--- config.mk ---
export PLATFORM = sky130hd
export DESIGN_NAME = clock_core_param
export DESIGN_NICKNAME = d
export VERILOG_FILES = /design/src/rtl/clock_core_param.sv
export SDC_FILE = /design/constraint.sdc
export NUM_CORES = 1
export LEC_CHECK = 0
export BUFFER_PORTS_ARGS = -buffer_cell sky130_fd_sc_hd__buf_4
export CAP_MARGIN = 15
export CORE_AREA = 2 2 101 103
export DETAILED_ROUTE_END_ITERATION = 16
export DIE_AREA = 0 0 103 105
export SLEW_MARGIN = 20
export SYNTH_ARGS = -nofsm -noshare
export SYNTH_HDL_FRONTEND = slang
export SYNTH_SLANG_ARGS = --single-unit
--- constraint.sdc ---
create_clock -name i_clk -period 4.45 [get_ports i_clk]
set_input_delay 0.445 -clock i_clk [delete_from_list [all_inputs] [get_ports i_clk]]
set_output_delay 0.445 -clock i_clk [all_outputs]
set_load 0.005 [all_outputs]
--- src/rtl/clock_core_param.sv ---
// Parametrised hh:mm:ss time-of-day core with set-mode cursor editing,
// 12/24-h display mapping, a settable hr:min alarm with timed ring, and a day strobe.
module clock_core_param #(
  parameter int TICKS_PER_SEC = 1000,
  parameter int TICK_W        = 10,
  parameter int ALARM_SEC     = 30
) (
  input  logic       i_clk,
  input  logic       i_rstn,
  input  logic       i_tick_en,
  input  logic       i_set,
  input  logic       i_up,
  input  logic       i_down,
  input  logic       i_left,
  input  logic       i_right,
  input  logic       i_mode_12h,
  input  logic       i_alarm_en,
  input  logic       i_alarm_ack,
  output logic [5:0] o_sec,
  output logic [5:0] o_min,
  output logic [4:0] o_hr,
  output logic [4:0] o_disp_hr,
  output logic       o_pm,
  output logic [5:0] o_al_min,
  output logic [4:0] o_al_hr,
  output logic [1:0] o_mode,
  output logic [1:0] o_cursor,
  output logic       o_alarm,
  output logic       o_day
);

  typedef enum logic [1:0] {
    MODE_RUN       = 2'd0,
    MODE_SET_TIME  = 2'd1,
    MODE_SET_ALARM = 2'd2
  } mode_t;

  localparam logic [1:0]        CUR_SEC   = 2'd0;
  localparam logic [1:0]        CUR_MIN   = 2'd1;
  localparam logic [1:0]        CUR_HR    = 2'd2;
  localparam logic [TICK_W-1:0] TICK_MAX  = TICK_W'(TICKS_PER_SEC - 1);
  localparam logic [TICK_W-1:0] TICK_ONE  = TICK_W'(1);
  localparam logic [5:0]        RING_INIT = 6'(ALARM_SEC);

  mode_t             mode_reg;
  logic [1:0]        cursor_reg;
  logic [TICK_W-1:0] tick_reg;
  logic [5:0]        sec_reg;
  logic [5:0]        min_reg;
  logic [4:0]        hr_reg;
  logic [5:0]        al_min_reg;
  logic [4:0]        al_hr_reg;
  logic              alarm_reg;
  logic [5:0]        ring_reg;
  logic              day_reg;

  logic       running;
  logic       tick_wrap;
  logic       sec_wrap;
  logic       min_wrap;
  logic       hr_wrap;
  logic       edit_en;
  logic       up_pulse;
  logic       dn_pulse;
  logic       mv_right;
  logic       mv_left;
  logic       enter_set_time;
  logic       trigger;
  logic [5:0] sec_up, sec_dn, min_up, min_dn, al_min_up, al_min_dn;
  logic [4:0] hr_up, hr_dn, al_hr_up, al_hr_dn;
  logic [5:0] min_after;
  logic [4:0] hr_after;
  logic [1:0] cursor_right;
  logic [1:0] cursor_left;

  // The sub-second counter is frozen only while the time itself is being set.
  assign running        = (mode_reg != MODE_SET_TIME);
  assign tick_wrap      = running && i_tick_en && (tick_reg == TICK_MAX);
  assign sec_wrap       = tick_wrap && (sec_reg == 6'd59);
  assign min_wrap       = sec_wrap && (min_reg == 6'd59);
  assign hr_wrap        = min_wrap && (hr_reg == 5'd23);

  assign edit_en        = !i_set && (mode_reg != MODE_RUN);
  assign up_pulse       = edit_en && i_up && !i_down;
  assign dn_pulse       = edit_en && i_down && !i_up;
  assign mv_right       = edit_en && i_right && !i_left;
  assign mv_left        = edit_en && i_left && !i_right;
  assign enter_set_time = i_set && (mode_reg == MODE_RUN);

  assign sec_up    = (sec_reg == 6'd59)    ? 6'd0  : sec_reg + 6'd1;
  assign sec_dn    = (sec_reg == 6'd0)     ? 6'd59 : sec_reg - 6'd1;
  assign min_up    = (min_reg == 6'd59)    ? 6'd0  : min_reg + 6'd1;
  assign min_dn    = (min_reg == 6'd0)     ? 6'd59 : min_reg - 6'd1;
  assign hr_up     = (hr_reg == 5'd23)     ? 5'd0  : hr_reg + 5'd1;
  assign hr_dn     = (hr_reg == 5'd0)      ? 5'd23 : hr_reg - 5'd1;
  assign al_min_up = (al_min_reg == 6'd59) ? 6'd0  : al_min_reg + 6'd1;
  assign al_min_dn = (al_min_reg == 6'd0)  ? 6'd59 : al_min_reg - 6'd1;
  assign al_hr_up  = (al_hr_reg == 5'd23)  ? 5'd0  : al_hr_reg + 5'd1;
  assign al_hr_dn  = (al_hr_reg == 5'd0)   ? 5'd23 : al_hr_reg - 5'd1;

  // Alarm compares against the time as it will be after this edge's rollover.
  assign min_after = sec_wrap ? min_up : min_reg;
  assign hr_after  = min_wrap ? hr_up : hr_reg;
  assign trigger   = sec_wrap && i_alarm_en &&
                     (hr_after == al_hr_reg) && (min_after == al_min_reg);

  always_comb begin
    cursor_right = CUR_SEC;
    cursor_left  = CUR_SEC;
    if (mode_reg == MODE_SET_ALARM) begin
      // Alarm has no seconds field: the cursor just toggles MIN/HR.
      cursor_right = (cursor_reg == CUR_HR) ? CUR_MIN : CUR_HR;
      cursor_left  = (cursor_reg == CUR_HR) ? CUR_MIN : CUR_HR;
    end else begin
      unique case (cursor_reg)
        CUR_SEC: begin cursor_right = CUR_MIN; cursor_left = CUR_HR;  end
        CUR_MIN: begin cursor_right = CUR_HR;  cursor_left = CUR_SEC; end
        CUR_HR:  begin cursor_right = CUR_SEC; cursor_left = CUR_MIN; end
        default: begin cursor_right = CUR_SEC; cursor_left = CUR_SEC; end
      endcase
    end
  end

  always_ff @(posedge i_clk or negedge i_rstn) begin
    if (!i_rstn) begin
      mode_reg   <= MODE_RUN;
      cursor_reg <= CUR_SEC;
      tick_reg   <= '0;
      sec_reg    <= 6'd0;
      min_reg    <= 6'd0;
      hr_reg     <= 5'd0;
      al_min_reg <= 6'd0;
      al_hr_reg  <= 5'd0;
      alarm_reg  <= 1'b0;
      ring_reg   <= 6'd0;
      day_reg    <= 1'b0;
    end else begin
      if (i_set) begin
        unique case (mode_reg)
          MODE_RUN: begin
            mode_reg   <= MODE_SET_TIME;
            cursor_reg <= CUR_SEC;
          end
          MODE_SET_TIME: begin
            mode_reg   <= MODE_SET_ALARM;
            cursor_reg <= CUR_MIN;
          end
          default: mode_reg <= MODE_RUN;
        endcase
      end else if (mv_right) begin
        cursor_reg <= cursor_right;
      end else if (mv_left) begin
        cursor_reg <= cursor_left;
      end

      if (enter_set_time) begin
        tick_reg <= '0;
      end else if (running && i_tick_en) begin
        tick_reg <= (tick_reg == TICK_MAX) ? '0 : tick_reg + TICK_ONE;
      end

      if (mode_reg == MODE_SET_TIME) begin
        if (up_pulse || dn_pulse) begin
          unique case (cursor_reg)
            CUR_SEC: sec_reg <= up_pulse ? sec_up : sec_dn;
            CUR_MIN: min_reg <= up_pulse ? min_up : min_dn;
            CUR_HR:  hr_reg  <= up_pulse ? hr_up  : hr_dn;
            default: ;
          endcase
        end
      end else if (tick_wrap) begin
        sec_reg <= sec_up;
        if (sec_wrap) min_reg <= min_up;
        if (min_wrap) hr_reg  <= hr_up;
      end

      if (mode_reg == MODE_SET_ALARM && (up_pulse || dn_pulse)) begin
        if (cursor_reg == CUR_HR) al_hr_reg  <= up_pulse ? al_hr_up  : al_hr_dn;
        else                      al_min_reg <= up_pulse ? al_min_up : al_min_dn;
      end

      day_reg <= hr_wrap;

      // Silencing conditions beat a same-cycle trigger.
      if (enter_set_time || i_alarm_ack || !i_alarm_en) begin
        alarm_reg <= 1'b0;
      end else if (trigger) begin
        alarm_reg <= 1'b1;
        ring_reg  <= RING_INIT;
      end else if (alarm_reg && tick_wrap) begin
        if (ring_reg <= 6'd1) alarm_reg <= 1'b0;
        ring_reg <= (ring_reg == 6'd0) ? 6'd0 : ring_reg - 6'd1;
      end
    end
  end

  always_comb begin
    o_disp_hr = hr_reg;
    if (i_mode_12h) begin
      if (hr_reg == 5'd0)      o_disp_hr = 5'd12;
      else if (hr_reg > 5'd12) o_disp_hr = hr_reg - 5'd12;
    end
  end

  assign o_pm     = (hr_reg >= 5'd12);
  assign o_sec    = sec_reg;
  assign o_min    = min_reg;
  assign o_hr     = hr_reg;
  assign o_al_min = al_min_reg;
  assign o_al_hr  = al_hr_reg;
  assign o_mode   = mode_reg;
  assign o_cursor = cursor_reg;
  assign o_alarm  = alarm_reg;
  assign o_day    = day_reg;

endmodule

### Yosys cells after proc, flatten, opt, wreduce, memory -nomap -nowiden

Cells that the tools add are included.

| cells by class | value |
|---|---|
| add/subtract/negate cells | 13 |
| $lt $le $gt $ge | 3 |
| eq/ne operators | 18 |
| mux-type cells | 52 |
| bitwise operators | 2 |
| reductions and logical operators | 52 |

Operators by type and width:

| cell | count |
|---|---|
| $mux W6 | 21 |
| $mux W5 | 14 |
| $mux W10 | 3 |
| $logic_not A6 Y1 | 4 |
| $sub A6 B1 Y6 const B | 4 |
| $logic_and A1 B1 Y1 | 20 |
| $add A6 B1 Y6 const B | 3 |
| $eq A6 B6 Y1 const B | 3 |
| $pmux W2 S2 | 4 |
| $mux W2 | 6 |
| $add A10 B1 Y10 const B | 1 |
| $add A5 B1 Y5 const B | 2 |
| $eq A10 B10 Y1 const B | 1 |
| $eq A5 B5 Y1 const B | 2 |
| $logic_not A5 Y1 | 2 |
| $ne A2 B1 Y1 const B | 5 |
| $reduce_and A2 Y1 | 5 |
| $sub A5 B1 Y5 const B | 2 |
| $reduce_and A3 Y1 | 3 |
| $reduce_bool A3 Y1 | 3 |
| $reduce_bool A2 Y1 | 4 |
| $eq A6 B6 Y1 | 1 |
| $le A6 B1 Y1 const B | 1 |
| $logic_not A1 Y1 | 6 |
| 11 further kinds | 20 |

| word-level totals | value |
|---|---|
| flip-flop bits (word level) | 50 |
| input bits | 11 |
| output and inout bits | 40 |
| logic and storage cells | 151 |

### Logic depth before layout (Yosys ltp)

Gate-level depths: netlist of run 1.

| depth | value |
|---|---|
| depth in word-level cells | 11 |
| mapped depth | 10 |
| gate-level depth less buffers | 9 |

### Least setup slack after synthesis of run 1

OpenSTA, ideal clock, no wires.

| path | value |
|---|---|
| kind | register -> register |
| from | register sec_reg[1], in the netlist o_sec[1] |
| to | register ring_reg[1] |
| setup time | 0.119 ns |
| data arrival time | 2.353 ns |
| slack | 1.978 ns |
| stages on the path, launching flop included | 10 |
| path buffers | 1 |
| period minus slack after synthesis | 2.472 ns |
| path through | dfrtp_1 -> ha_1 -> nand4_1 -> or2_2 -> clkbuf_1 -> or4b_1 -> o311ai_0 -> nor4_1 -> and4b_2 -> o21ba_1 |

| between the ends | value |
|---|---|
| cells in the longest elaborated chain, start to end | 9 |
| elaborated cells on any way between the ends | 13 |
| classes of those cells | 3 x eq/ne; 3 x mux; 7 x reduce/logical |

RTL lines:

| what | RTL line | source |
|---|---|---|
| start, declared | 48 | `logic [5:0] sec_reg;` |
| start signal, assigned | 165 | `CUR_SEC: sec_reg <= up_pulse ? sec_up : sec_dn;` |
| start signal, assigned | 172 | `sec_reg <= sec_up;` |
| $eq A6 B6 Y1 * | 79 | `assign sec_wrap = tick_wrap && (sec_reg == 6'd59);` |
| $logic_and A1 B1 Y1 * | 79 |  |
| $logic_and A1 B1 Y1 | 80 | `assign min_wrap = sec_wrap && (min_reg == 6'd59);` |
| $mux W5 | -- |  |
| $eq A5 B5 Y1 | 105 | `(hr_after == al_hr_reg) && (min_after == al_min_reg);` |
| $logic_and A1 B1 Y1 | 104 | `assign trigger = sec_wrap && i_alarm_en &&` |
| $logic_and A1 B1 Y1 * | 105 |  |
| $reduce_bool A2 Y1 (no line) | -- |  |
| $reduce_and A2 Y1 (no line) | -- |  |
| end signal, assigned | 192 | `ring_reg <= (ring_reg == 6'd0) ? 6'd0 : ring_reg - 6'd1;` |
| end, declared | 54 | `logic [5:0] ring_reg;` |

Mark *: on every way between the ends. The rest lies on a longest branch, timed or not.
A chain may end at the register's enable or synchronous reset.

### Worst setup path in the final report of run 1

| path | value |
|---|---|
| from | register sec_reg[0], in the netlist o_sec[0] |
| to | register ring_reg[2] |

Same word-level chain as after synthesis.

==> results of run 1 <==
-- Yosys cell counts (all sizes together), types with 6 or more instances --
library cell	count	area [µm²]
a21oi	55	275
and3	10	62.6
or3	6	37.5
o31ai	7	52.6
nor4	7	65.1
dfrtp	50	1250
nor2	51	194
inv	22	82.6
nand2b	14	87.6
nor3	26	146
xnor2	19	174
a22oi	8	60.1
a31oi	8	56.3
nand2	46	173
o21ai	53	265
ha	21	263
nand3	30	150
nand4	9	56.3
xor2	13	114
clkbuf	28	106
buf	6	47.5
-- cell type report --
cell class	count	area, µm²	share of cell area (%)
Clock buffer	5	68.8	1.40
Clock inverter	3	28.8	0.587
Inverter	22	82.6	1.68
Multi-Input combinational cell	461	2900	59.2
Sequential cell	50	1250	25.5
Tap cell	133	166	3.39
Timing Repair Buffer	54	405	8.27
-- power by group through the flow --
stage          Sequential (W)  Combinational [W]  Clock [W]
4_1_cts              0.000827            0.00121   0.000315
5_1_grt              0.000863            0.00135   0.000337
3_5_place_dp         0.000838            0.00120          0
3_3_place_gp         0.000834            0.00119          0
6_report             0.000832            0.00121   0.000306
2_1_floorplan        0.000681           0.000952          0
-- worst max path at each step --
stage / startpoint / endpoint / slack [ns] / depth (start not counted)
floorplan: o_sec[1] / ring_reg[1] / 1.98 / 9
global placement: o_hr[3] / ring_reg[2] / 1.72 / 9
detailed placement: o_sec[0] / ring_reg[2] / 1.57 / 8
CTS: o_sec[0] / ring_reg[2] / 1.56 / 8
global route: o_sec[0] / ring_reg[2] / 1.24 / 8
finish: o_sec[0] / ring_reg[2] / 1.52 / 8
-- kinds of logic after synthesis --
family	after synthesis	synth area share, %
and+or+nand+nor	234	28.8
AOI/OAI and AO/OA	168	23.3
buffers and inverters	56	5.39
DFF	50	28.5
xor gates and xnor gates	32	6.56
adders and majority gates	21	5.99
muxes	6	1.40
-- placed cells by master (no fill, tap or decap), types with 4 or more instances in the layout --
cell type and count:
a21oi_1 55, buf_4 54, o21ai_0 51, nor2_1 50
dfrtp_1 50, nand2_1 46, nand3_1 30, nor3_1 24
inv_1 22, ha_1 21, xnor2_1 18, nand2b_1 14
xor2_1 13, and3_1 10, nand4_1 9, a22oi_1 8
o31ai_1 7, a31oi_1 7, or3_1 6, nor2b_1 5
mux2i_1 5, nor4_1 5, clkbuf_8 5, o211ai_1 4
o21a_1 4, nand3b_1 4
-- worst reg2reg max path, delay by kind of cell, from the launching register on --
kind | cells | cell delay, ns
flip-flops | 1 | 0.54
AO/OA/AOI/OAI | 1 | 0.13
AND/OR/NAND/NOR | 6 | 1.93
adder cells (fa/ha/maj) | 1 | 0.26
-- per-layer routing --
layer	vias up	part of all wire, %
met5	-	0
met4	0	0.86
met3	13	5.7
met2	145	46
met1	2026	47
li1	2104	-
-- metrics by stage --
stage,power (W),instances
finish,0.00235,728
floorplan,0.00163,567
detailed placement,0.00204,720
CTS,0.00235,728
global route,0.00255,728
global placement,0.00203,720
==> run summary, run 1 <==
Post-synth EDFFs -> 0
Final hold violations -> 0
Power per cell area -> 479 mW/mm²
Postcts setup bufs -> 0
Setup_tns -> 0 ns
Design area -> 0.00490 mm²
Initial Utilization -> 45.5%
Minimum clock period -> 2.93 ns
Gate power share -> 51.5%
Met1 GRT Util -> 33.1%
FP Rows -> 36
Clock Path Buffers -> 2
CTS root buffer -> clkbuf_8
Final nets -> 626
CP arrival -> 3.19 ns
Ys flop type -> dfrtp_1
Clk slew on worst S/H paths -> 0.11 ns
Die area -> 0.0108 mm²
Core Util, Final -> 50.9%
Area grow syn2layout -> 11.7%
Hold WC Path Type -> in -> async
Pre-CTS setup slack -> 1.57 ns
CP max-delay cell -> dfrtp_1
CTS resizes -> 0
Met3 usage -> 3.41%
WHS -> 0.147 ns
CTS Hold Bufs -> 0
Worst Path Required -> 4.71 ns
Met2 Track Usage GR -> 34.4%
Fmax -> 342 MHz
Total grt overflow -> 0
Sw frac -> 48.1%
1st-iter DRT viols -> 299
# DRC -> 0
Gate Count Post-Synth -> 567
Max Clock Skew -> 0.00910 ns
Gr busiest metal -> met2
Switching power -> 0.00113 W
Crit path max-delay family -> simple AND/OR/NAND/NOR gates
RSZ-0062 raised after global routing -> no
Internal Power -> 0.00122 W
Fill count -> 968
Synthesis Warnings -> 0
Routability congestion estimate from global placement -> 0.926
Pin count of the biggest net entering global routing -> 51
CP cell instances -> ha_1 -> nand4_1 -> or4_4 -> nor2_1 -> nand4_1 -> nor4b_4 -> nand4_1 -> o21ai_1
Element type at the critical path end -> flop
Syn_area_per_cell -> 7.74 µm²
Max FFs per register -> 10
Vias/cell -> 5.89
Netlist cell types -> 72
Core footprint -> 0.00964 mm²
Sequential Power Share -> 35.4%
Drt total wl -> 12,100 µm
# setup viols final -> 0
CP startpoint kind -> flop
Fraction of registers with async set/reset -> 100%
Reg2Reg Depth -> 8
CP Buf/Inv Count -> 0
DP Wirelength -> 8850 µm
Ant. Diodes -> 0
Proportion of layout cells with a drive suffix above 1 -> 14.1%
Synth Cell Area -> 0.00439 mm²
Vias in the first global route -> 3,851
R2R Setup Slk -> 1.52 ns
RR Endpoint -> ring_reg[2]
Worst-Margin Slew -> 0.847 ns
Die Wd -> 103 µm
Max-slew headroom -> 42.9%
Detailed-route via count -> 4,288
IO Pins -> 51
Total iterations of the first detailed-routing run -> 5
Status -> completed
Pleak -> 2.04 nW
Worst setup margin -> 1.52 ns
Max Fanout on Critical Path -> 11
TritonCTS clock tree -> done
GRT Total Usage -> 22.4%
DP Area -> 0.00481 mm²
First-pass GRT wire length -> 19,700 µm
Worst reg2reg path startpoint -> o_sec[0]
Clock sink total -> 50
Tcrit/Tclk final -> 65.8%
Max Transition Viols Final -> 0
Wire length per cell -> 16.6 µm
ANT nets after route -> 0
Post-Syn Nets -> 599
CTS buffer count -> 5
Die H -> 105 µm
FF+latch count, synth -> 50
# port buffers -> 50
CP dominant cell by count -> nand4_1
Worst-Skew Late Latency -> 0.33 ns
Maximum VDD drop -> 0.251 mV
Clock Power Share -> 13.0%
Initial antenna violation count -> 0
Seq/Total Area, Yosys -> 28.5%
Maxcap violations -> 0
CTS H-tree depth -> 2
Critical Path Max Stage Delay -> 0.54 ns
WS Path Type -> reg -> reg
(Power assumes the default switching activity.)
==> inputs of run 2 (changes only) <==
- clock period: 4.45 -> 2.85 ns (I/O delays scaled with it)
==> run summary, run 2 (synthesis results as in run 1) <==
Worst-Margin Slew -> 0.829 ns
Vias/cell -> 5.95
CP cell instances -> or3b_4 -> or4_4 -> nor4_1 -> mux2i_1 -> xnor2_2 -> and4b_2 -> o21ba_1
Vias in the first global route -> 4,167
# setup viols final -> 0
ANT nets after route -> 0
Maximum VDD drop -> 0.357 mV
First-pass GRT wire length -> 20,700 µm
WHS -> 0.000523 ns
GRT Total Usage -> 23.4%
Max Fanout on Critical Path -> 6
Routability congestion estimate from global placement -> 0.900
RSZ-0062 raised after global routing -> no
Max Clock Skew -> 0.0161 ns
Commonest non-fill, non-tap cells in the layout -> buf_4 (72), a21oi_1 (55), o21ai_0 (51)
Hold WC Path Type -> in -> async
Tcrit/Tclk final -> 94.5%
Drt total wl -> 12,300 µm
Worst Path Required -> 3.12 ns
Clock Path Buffers -> 2
Maxcap violations -> 0
Minimum clock period -> 2.69 ns
Fill count -> 965
Core footprint -> 0.00964 mm²
Pin count of the biggest net entering global routing -> 51
Total grt overflow -> 0
Post-Route M1 WL -> 5970 µm
Element type at the critical path end -> flop
CTS H-tree depth -> 2
Proportion of layout cells with a drive suffix above 1 -> 17.1%
Topmost layer with routed signal wires -> met4
# port buffers -> 50
Fmax -> 371 MHz
Setup_tns -> 0 ns
CP startpoint kind -> flop
Status -> completed
Initial Utilization -> 45.5%
Die Wd -> 103 µm
Ant. Diodes -> 0
TritonCTS clock tree -> done
Total iterations of the first detailed-routing run -> 5
Die H -> 105 µm
CTS buffer count -> 5
1st-iter DRT viols -> 325
CTS root buffer -> clkbuf_8
Worst-Skew Late Latency -> 0.32 ns
Die area -> 0.0108 mm²
Critical Path Max Stage Delay -> 0.54 ns
Detailed-route via count -> 4,440
WS Path Type -> reg -> reg
Commonest non-fill, non-tap cell in the layout -> buf_4
CP max-delay cell -> or4_4
Max FFs per register -> 10
Final nets -> 644
FP Rows -> 36
Met3 Routed Length -> 576 µm
Clock sink total -> 50
Power per cell area -> 745 mW/mm²
Wire length per cell -> 16.5 µm
IO Pins -> 51
Area grow syn2layout -> 15.1%
# DRC -> 0
Pleak -> 2.13 nW
DP Wirelength -> 9230 µm
Metal2 WL -> 5580 µm
Max Transition Viols Final -> 0
CP arrival -> 2.96 ns
Final hold violations -> 0
Initial antenna violation count -> 0
Clk slew on worst S/H paths -> 0.11 ns
Max-slew headroom -> 44.2%
run 2: cell count changes in the layout (fill, tap and decap cells not counted), sizes merged:
cell / delta
buf: +18
run 2: repair_timing:
item                                   CTS  global route
setup buffers                            0             0
setup endpoints to repair                0             7
hold buffers                             0             0
endpoints found under the hold margin    0             0
gates resized for setup                  0             3
run 2: final cells by class:
type | count | area, µm² | area share [%]
Sequential cell | 50 | 1250 | 24.8
Inverter | 22 | 82.6 | 1.64
Tap cell | 133 | 166 | 3.30
Clock buffer | 5 | 68.8 | 1.36
Timing Repair Buffer | 72 | 541 | 10.7
Multi-Input combinational cell | 461 | 2910 | 57.7
Clock inverter | 3 | 26.3 | 0.520
run 2: path summary, 6_finish.rpt:
check	from	endpoint	slack [ns]	depth (start not counted)
max reg2reg	tick_reg[3]	ring_reg[1]	0.16	7
max	tick_reg[3]	ring_reg[1]	0.16	7
max in group asynchronous	i_rstn	o_min[1]	2.41	1
min in group i_clk	i_set	o_mode[1]	0.21	2
min reg2reg	tick_reg[9]	tick_reg[9]	0.56	2
min	i_rstn	o_al_hr[4]	0.0005	1
run 2: through the flow:
stage	utilization, %	power (W)	setup WS (ns)	std cells	instance area (µm²)
detailed placement	51.3	0.00328	0.158	738	4940
global placement	51.3	0.00326	0.256	738	4940
floorplan	-	0.00255	0.378	567	4390
global route	52.4	0.00410	0.00441	746	5050
finish	52.4	0.00376	0.157	746	5050
CTS	52.3	0.00376	0.130	746	5040
run 2: layer usage:
metal  vias to the layer above  track usage [%]
met5                         -                0
met4                         0             5.36
met3                        23             2.54
met2                       144             35.8
met1                      2120             35.2
li1                       2153                -
run 2: power by group:
part           internal, W  total [W]  switching, W
Clock             0.000182   0.000462      0.000280
Sequential        0.000871    0.00121      0.000338
Combinational     0.000930    0.00209       0.00116
run 2: critical path: cells and delay by family, from the launching register on:
family          cells  cell delay [ns]
compound gates      1             0.13
mux                 1             0.18
xor+xnor            1             0.27
simple gates        4             1.61
flops               1             0.44
==> inputs of run 3 (changes only) <==
- CAP_MARGIN: 15 -> 40
- CORE_AREA: 2 2 101 103 -> 2 2 108 110
- DIE_AREA: 0 0 103 105 -> 0 0 110 112
==> run summary, run 3 (synthesis results as in run 1) <==
Status -> completed
Inst Count DP -> 749
Final nets -> 647
Final hold violations -> 0
Maxcap violations -> 0
Die H -> 112 µm
Setup_tns -> 0 ns
Critical path startpoint -> o_hr[2]
Met1 GRT Util -> 29.2%
IO Pins -> 51
RR Endpoint -> ring_reg[5]
Pin count of the biggest net entering global routing -> 51
Ant. Diodes -> 0
Die Wd -> 110 µm
CTS Hold Bufs -> 0
Worst-Skew Late Latency -> 0.30 ns
RSZ-0062 raised after global routing -> no
Worst reg2reg path startpoint -> o_hr[2]
# setup viols final -> 0
Initial antenna violation count -> 0
Tcrit/Tclk final -> 94.0%
Drt total wl -> 12,300 µm
CTS buffer count -> 5
Detailed-route via count -> 4,422
Clk slew on worst S/H paths -> 0.07 ns
Met2 Track Usage GR -> 32.1%
Proportion of layout cells with a drive suffix above 1 -> 17.2%
Pre-CTS setup slack -> 0.222 ns
DP Wirelength -> 9250 µm
Worst-Margin Slew -> 0.689 ns
Wire length per cell -> 16.2 µm
Max FFs per register -> 10
CP cell instances -> ha_1 -> and3_1 -> a2111oi_2 -> xnor2_1 -> a31oi_2 -> nor4b_4 -> and3_1 -> a21oi_1
Clock sink total -> 50
CP dominant cell by count -> and3_1
Commonest non-fill, non-tap cells in the layout -> buf_4 (74), a21oi_1 (55), o21ai_0 (50), nor2_1 (50), dfrtp_1 (49)
Number of cells in the finished layout apart from fillers -> 759
Total iterations of the first detailed-routing run -> 5
GRT Total Usage -> 20.8%
Initial Utilization -> 39.3%
ANT nets after route -> 0
Power per cell area -> 774 mW/mm²
Multi-input logic area -> 0.00290 mm²
Vias in the first global route -> 4,123
1st-iter DRT viols -> 379
Gr busiest metal -> met2
Clock Path Buffers -> 2
Pleak -> 2.16 nW
Fill count -> 1,111
Fmax -> 373 MHz
TritonCTS clock tree -> done
# port buffers -> 50
Worst Path Required -> 3.03 ns
First-pass GRT wire length -> 20,500 µm
Max Transition Viols Final -> 0
Max-slew headroom -> 54.1%
CP Buf/Inv Count -> 0
Reg2Reg Depth -> 8
FP Rows -> 39
CTS H-tree depth -> 2
WS Path Type -> reg -> reg
R2R Setup Slk -> 0.17 ns
Total grt overflow -> 0
CTS root buffer -> clkbuf_16
CP max-delay cell -> a2111oi_2
Maximum VDD drop -> 0.394 mV
Max Fanout on Critical Path -> 10
Crit path max-delay family -> simple AND/OR/NAND/NOR gates
# DRC -> 0
CP arrival -> 2.86 ns
Minimum clock period -> 2.68 ns
Worst setup margin -> 0.172 ns
FF+latch area -> 0.00125 mm²
Hold WC Path Type -> in -> async
Commonest non-fill, non-tap cell in the layout -> buf_4
Met3 usage -> 3.16%
Routability congestion estimate from global placement -> 0.875
Vias/cell -> 5.83
Area grow syn2layout -> 16.9%
Max Clock Skew -> 0.00788 ns
Element type at the critical path end -> flop
CP startpoint kind -> flop
Critical Path Max Stage Delay -> 0.52 ns
Core footprint -> 0.0112 mm²
Die area -> 0.0123 mm²
-- run 3: area by class of cell --
| class | count | share of cell area (%) |
|---|---|---|
| multi-input combinational | 461 | 56.5 |
| clock inverter | 2 | 0.317 |
| clock buffer | 6 | 2.71 |
| tap | 143 | 3.49 |
| timing repair buffer | 75 | 10.9 |
| inverter | 22 | 1.61 |
| sequential | 50 | 24.4 |
-- run 3: metrics by stage --
step           hold WS [ns]  util (%)  total power, W  cell area, µm²
2_1_floorplan       -0.0106         -         0.00255            4390
4_1_cts              0.0654      45.8         0.00395            5120
5_1_grt              0.0923      45.9         0.00430            5130
3_5_place_dp          0.391      44.4         0.00328            4960
6_report             0.0210      45.9         0.00397            5130
3_3_place_gp          0.381      44.4         0.00326            4960
-- run 3: worst max-delay path by stage --
stage             endpoint  slack [ns]  depth (start not counted)
6_report       ring_reg[5]        0.17                          8
5_1_grt        ring_reg[2]        0.03                          8
4_1_cts        ring_reg[5]        0.20                          8
3_5_place_dp   ring_reg[5]        0.22                          8
3_3_place_gp   ring_reg[5]        0.30                          8
2_1_floorplan  ring_reg[1]        0.38                          9
-- run 3: where the power goes --
part / switching, W / leakage [nW] / internal, W
Sequential: 0.000348 / 0.626 / 0.000873
Clock: 0.000284 / 0.0735 / 0.000353
Combinational: 0.00117 / 1.47 / 0.000947
Total: 0.00180 / 2.16 / 0.00217
-- run 3: what timing repair did --
| item | CTS | global route |
|---|---|---|
| hold endpoints to repair | 0 | 0 |
| buffers inserted | 0 | 1 |
| endpoints found under the setup margin | 0 | 5 |
| gates resized for setup | 0 | 2 |
-- run 3: metal layers --
layer	part of all wire [%]	wire length (µm)	up-vias
met4	1.9	234	0
met1	46	5620	2069
met2	46	5670	171
li1	-	-	2156
met3	6.2	759	26
met5	0	0	-
